===== config.mk =====
export PLATFORM = sky130hd
export DESIGN_NAME = prio_scan_encoder
export DESIGN_NICKNAME = d
export VERILOG_FILES = /design/src/rtl/prio_scan_encoder.sv
export SDC_FILE = /design/constraint.sdc
export NUM_CORES = 1
export LEC_CHECK = 0
export BUFFER_PORTS_ARGS = -buffer_cell sky130_fd_sc_hd__buf_4
export CAP_MARGIN = 40
export CORE_MARGIN = 2
export CORE_UTILIZATION = 42
export DETAILED_ROUTE_END_ITERATION = 16
export GPL_ROUTABILITY_DRIVEN = 0
export HOLD_SLACK_MARGIN = 0.02
export PLACE_DENSITY = 0.69
export SETUP_SLACK_MARGIN = 0.3
export SYNTH_ARGS = -nofsm -noshare
export SYNTH_HDL_FRONTEND = slang
export SYNTH_SLANG_ARGS = --single-unit
export TNS_END_PERCENT = 5

===== constraint.sdc =====
create_clock -name clk -period 4.55 [get_ports clk]
set_clock_uncertainty 0.15 [all_clocks]
set_input_delay 0.6825 -clock clk [delete_from_list [all_inputs] [get_ports clk]]
set_output_delay 0.6825 -clock clk [all_outputs]
set_load 0.02 [all_outputs]

===== src/rtl/prio_scan_encoder.sv =====
// -----------------------------------------------------------------------------
// prio_scan_encoder
//
// Accepts a request vector and emits the indices of its set bits one at a
// time, in priority order, under a valid/ready handshake. MSB_FIRST selects
// whether the highest (1) or lowest (0) set bit is emitted first.
//
// Optional feature: define PRIO_SCAN_ONEHOT_EN to add the out_onehot port
// (one-hot form of out_idx while out_valid is high, zero otherwise).
//
// Ports
//   clk        in   rising-edge clock
//   rst_n      in   asynchronous active-low reset
//   in_valid   in   request vector offered
//   in_vec     in   [WIDTH-1:0] request vector
//   in_ready   out  block can accept a vector (IDLE and no flush)
//   flush      in   synchronous abort of the current scan
//   out_valid  out  out_idx holds a valid index
//   out_idx    out  [IDX_W-1:0] current winning bit index (0 when idle)
//   out_last   out  current index is the final pending bit
//   out_ready  in   consumer accepts out_idx
//   pend_cnt   out  [CNT_W-1:0] number of bits still pending
//   out_onehot out  [WIDTH-1:0] one-hot of out_idx (PRIO_SCAN_ONEHOT_EN only)
//   zero_err   out  one-cycle pulse after an all-zero vector is accepted
// -----------------------------------------------------------------------------
module prio_scan_encoder #(
  parameter  int WIDTH     = 8,
  parameter  int MSB_FIRST = 1,
  localparam int IDX_W     = $clog2(WIDTH),
  localparam int CNT_W     = $clog2(WIDTH + 1)
) (
  input  logic             clk,
  input  logic             rst_n,
  input  logic             in_valid,
  input  logic [WIDTH-1:0] in_vec,
  output logic             in_ready,
  input  logic             flush,
  output logic             out_valid,
  output logic [IDX_W-1:0] out_idx,
  output logic             out_last,
  input  logic             out_ready,
  output logic [CNT_W-1:0] pend_cnt,
`ifdef PRIO_SCAN_ONEHOT_EN
  output logic [WIDTH-1:0] out_onehot,
`endif
  output logic             zero_err
);

  typedef enum logic {
    IDLE = 1'b0,
    SCAN = 1'b1
  } state_t;

  state_t           state_r;
  logic [WIDTH-1:0] pend_r;
  logic             zero_err_r;

  logic [IDX_W-1:0] win_idx_s;
  logic [WIDTH-1:0] win_mask_s;
  logic [CNT_W-1:0] cnt_s;
  logic             last_s;
  logic             accept_s;
  logic             handshake_s;

  // Winning bit index. The loop visits bits in reverse priority order so the
  // last set bit visited (the highest-priority one) is the one kept.
  function automatic logic [IDX_W-1:0] pick_winner(input logic [WIDTH-1:0] v);
    logic [IDX_W-1:0] idx;
    int               j;
    idx = {IDX_W{1'b0}};
    for (int i = 0; i < WIDTH; i++) begin
      j   = (MSB_FIRST != 0) ? i : (WIDTH - 1 - i);
      idx = v[j] ? j[IDX_W-1:0] : idx;
    end
    return idx;
  endfunction

  // Number of set bits in v.
  function automatic logic [CNT_W-1:0] popcount(input logic [WIDTH-1:0] v);
    logic [CNT_W-1:0] cnt;
    cnt = {CNT_W{1'b0}};
    for (int i = 0; i < WIDTH; i++) begin
      cnt = cnt + {{(CNT_W-1){1'b0}}, v[i]};
    end
    return cnt;
  endfunction

  // Derived control and output decode from the registered state.
  always_comb begin
    win_idx_s   = pick_winner(pend_r);
    win_mask_s  = {{(WIDTH-1){1'b0}}, 1'b1} << win_idx_s;
    cnt_s       = popcount(pend_r);
    last_s      = (cnt_s == {{(CNT_W-1){1'b0}}, 1'b1});
    // A flush in IDLE blocks acceptance for that cycle.
    accept_s    = (state_r == IDLE) && in_valid && !flush;
    handshake_s = (state_r == SCAN) && out_ready;

    in_ready    = (state_r == IDLE) && !flush;
    out_valid   = (state_r == SCAN);
    out_idx     = out_valid ? win_idx_s : {IDX_W{1'b0}};
    out_last    = out_valid && last_s;
    pend_cnt    = cnt_s;
    zero_err    = zero_err_r;
`ifdef PRIO_SCAN_ONEHOT_EN
    out_onehot  = out_valid ? win_mask_s : {WIDTH{1'b0}};
`endif
  end

  // FSM, pending-bit register and zero-vector error pulse.
  always_ff @(posedge clk or negedge rst_n) begin
    if (!rst_n) begin
      state_r    <= IDLE;
      pend_r     <= {WIDTH{1'b0}};
      zero_err_r <= 1'b0;
    end else begin
      zero_err_r <= accept_s && (in_vec == {WIDTH{1'b0}});
      case (state_r)
        IDLE: begin
          if (accept_s && (in_vec != {WIDTH{1'b0}})) begin
            pend_r  <= in_vec;
            state_r <= SCAN;
          end else begin
            pend_r  <= {WIDTH{1'b0}};
            state_r <= IDLE;
          end
        end
        SCAN: begin
          // Flush wins over a simultaneous handshake; in_valid is ignored here.
          if (flush) begin
            pend_r  <= {WIDTH{1'b0}};
            state_r <= IDLE;
          end else if (handshake_s) begin
            pend_r  <= pend_r & ~win_mask_s;
            state_r <= last_s ? IDLE : SCAN;
          end else begin
            pend_r  <= pend_r;
            state_r <= SCAN;
          end
        end
        default: begin
          pend_r  <= {WIDTH{1'b0}};
          state_r <= IDLE;
        end
      endcase
    end
  end

endmodule


==> flow_metrics.env <==
export IMPL_status="finished, final reports clean"
export IMPL_slew_headroom_pct=58.4
export IMPL_cts_root_buf="clkbuf_4"
export IMPL_area_delta_synth_final_pct=31.4
export IMPL_grtUsageTotal_pct=19.4
export IMPL_grt_max_degree=11
export IMPL_critPathArrivalTime_ns=3.36
export IMPL_ys_ff_latch=10
export IMPL_die_w_microns=44.9
export IMPL_max_cap_violations=0
export IMPL_syn_inst=72
export IMPL_fin_crit_sh_pct=92.1
export IMPL_seq_area_frac_synth_pct=35.7
export IMPL_wire_per_inst_microns=13.9
export IMPL_synth_area_leaders="dfrtp_1 36%, fa_1 11%, a32o_1 10%"
export IMPL_setup_violations=0
export IMPL_yosysTopAreaCell="dfrtp_1"
export IMPL_synthTopCellsByCount="11 x inv_1, 10 x dfrtp_1, 7 x a32o_1, 6 x nand2_1"
export IMPL_vdd_drop_max_mv=0.185
export IMPL_start_util_pct=45.5
export IMPL_critPathTopFamily="adder cells"
export IMPL_worstSetupPathType="reg -> out"
export IMPL_cts_tree="yes"
export IMPL_worstSetupEndpointType="primary output"
export IMPL_clock_latency_ns=0.28
export IMPL_ff2ff_setup_slack_ns=1.25
export IMPL_cp_buffers_inverters=4
export IMPL_vias=623
export IMPL_ys_types=28
export IMPL_core_area_sq_um=1540
export IMPL_powerDensity_nw_per_um2=318
export IMPL_worstMarginPinSlew_ns=0.622
export IMPL_grt_pass1_wl_microns=2770
export IMPL_drt_iter0_markers=10
export IMPL_numPortBuffers=23
export IMPL_cp_slowest_cell="fa_1"
export IMPL_grt_overflow=0
export IMPL_syn_area_per_cell_sq_um=9.75
export IMPL_hpwl_microns=1240
export IMPL_synth_top_area_share_pct=35.7
export IMPL_hold_viol_final=0
export IMPL_power_total_w=0.000294
export IMPL_setup_slack_ns=0.358
export IMPL_report_final_slew_viol_count=0
export IMPL_pin_count=24
export IMPL_path_max_fanout=3
export IMPL_finalCriticalPeriod_ns=4.19
export IMPL_yosysMostFrequentCell="inv_1"
export IMPL_wirelength_microns=1570
export IMPL_clock_sinks=10
export IMPL_vias_per_cell=5.51
export IMPL_post_cts_buffers=0
export IMPL_clk_pin_slew_ns=0.08
export IMPL_drcViolationCount=0
export IMPL_cp_required_ns=3.72
export IMPL_syn_num_nets=92
export IMPL_place_ws_ns=0.655
export IMPL_num_antenna_cells=0
export IMPL_antenna_left=0
export IMPL_nets=118
export IMPL_die_y_microns=44.9
export IMPL_grt_pass1_vias=616
export IMPL_antenna_found_initial=0
export IMPL_dr_pass1_iters=4
export IMPL_netlist_area_sq_um=702
export IMPL_htree_levels=1
export IMPL_fmax_mhz=239
export IMPL_hold_path_class="in -> async"
export IMPL_rsz0062_at_grt="true"
export IMPL_synth_flop_cell="dfrtp_1"
export IMPL_dieArea_sq_um=2010
export IMPL_crit_path_max_incr_delay_ns=0.53
export IMPL_ys_async_sr_fraction_pct=100
export IMPL_synth_edf_count=0
export IMPL_yosysWarningCount=0
export IMPL_fp_row_count=14
export IMPL_critPathMostFrequentCell="fa_1"
export IMPL_cp_cell_sequence="fa_1, inv_1, fa_1, fa_1, inv_1, ha_1, inv_1, fa_1, xnor2_1, nor3_1, buf_4"
export IMPL_drive_gt1_share_pct=30.9
export IMPL_crit_path_start_kind="flip-flop"
export IMPL_tns_ns=0
export IMPL_clock_path_buffers=2
export IMPL_numCtsBuffers=3
export IMPL_p_leak_nw=0.460
through the flow:
| stage | utilization, % | cell area (sq um) | hold WS [ns] | instances |
|---|---|---|---|---|
| floorplan | - | 702 | 0.237 | 72 |
| global placement | 57.5 | 886 | 0.371 | 109 |
| detailed placement | 57.5 | 886 | 0.373 | 109 |
| CTS | 59.8 | 922 | 0.0686 | 113 |
| global route | 59.8 | 922 | 0.0704 | 113 |
| finish | 59.8 | 922 | 0.0663 | 113 |
state kept, by name, indices dropped and copies added (netlist names):
register and count:
pend_r 8, out_valid 1, zero_err 1
power breakdown:
group          internal, W  leakage [nW]  switching, W
logic            0.0000476         0.304     0.0000577
clock network    0.0000486        0.0210     0.0000361
registers        0.0000945         0.135    0.00000912
total             0.000191         0.460      0.000103
path summary, 6_finish.rpt:
| kind | start | endpoint | cells after the start |
|---|---|---|---|
| hold / removal | rst_n | out_valid$_DFF_PN0_ | 1 |
| setup reg to reg | pend_r[0]$_DFFE_PN0P_ | out_valid$_DFF_PN0_ | 11 |
| hold reg to reg | pend_r[0]$_DFFE_PN0P_ | pend_r[0]$_DFFE_PN0P_ | 1 |
| min in group clk | pend_r[0]$_DFFE_PN0P_ | pend_r[0]$_DFFE_PN0P_ | 1 |
| max in group asynchronous | rst_n | pend_r[3]$_DFFE_PN0P_ | 1 |
| setup / recovery | pend_r[0]$_DFFE_PN0P_ | out_last | 11 |
timing repair:
item	in CTS	in global routing
resized for setup	0	0
endpoints found under the setup margin	0	1
hold buffers	0	0
routing by layer:
metal,GRT usage (%),part of all wire [%]
met1,27.4,47
met2,29.9,45
met3,3.60,6.7
met4,7.06,1.2
met5,0,0
layout by cell type (no fill, tap or decap), types with 2 or more instances in the layout:
| master | instances |
|---|---|
| clkbuf_4 | 3 |
| ha_1 | 3 |
| nor2_1 | 2 |
| nand3_1 | 4 |
| a32o_1 | 7 |
| nor2b_1 | 2 |
| buf_4 | 23 |
| and2_1 | 2 |
| dfrtp_1 | 10 |
| fa_1 | 4 |
| nor4_1 | 2 |
| nand2_1 | 6 |
| nor3_1 | 2 |
| inv_1 | 11 |
| nand2b_1 | 2 |
cell families (layout without fill, tap and decap cells):
group,count (synthesis),after routing,synth area share (%)
and+or+nand+nor,26,26,20.5
DFF,10,10,35.7
buffers and inverters,14,39,7.66
adders and majority gates,7,7,16.8
AOI/OAI and AO/OA,14,14,18.2
xor gates and xnor gates,1,1,1.25
area by class of cell:
class	instances	area, sq um
Clock buffer	4	36.3
Fill cell	156	619
Inverter	12	45.0
Multi-Input combinational cell	48	398
Sequential cell	10	250
Tap cell	16	20.0
Timing Repair Buffer	23	173
No activity file was read; power rests on OpenSTA's default activity.
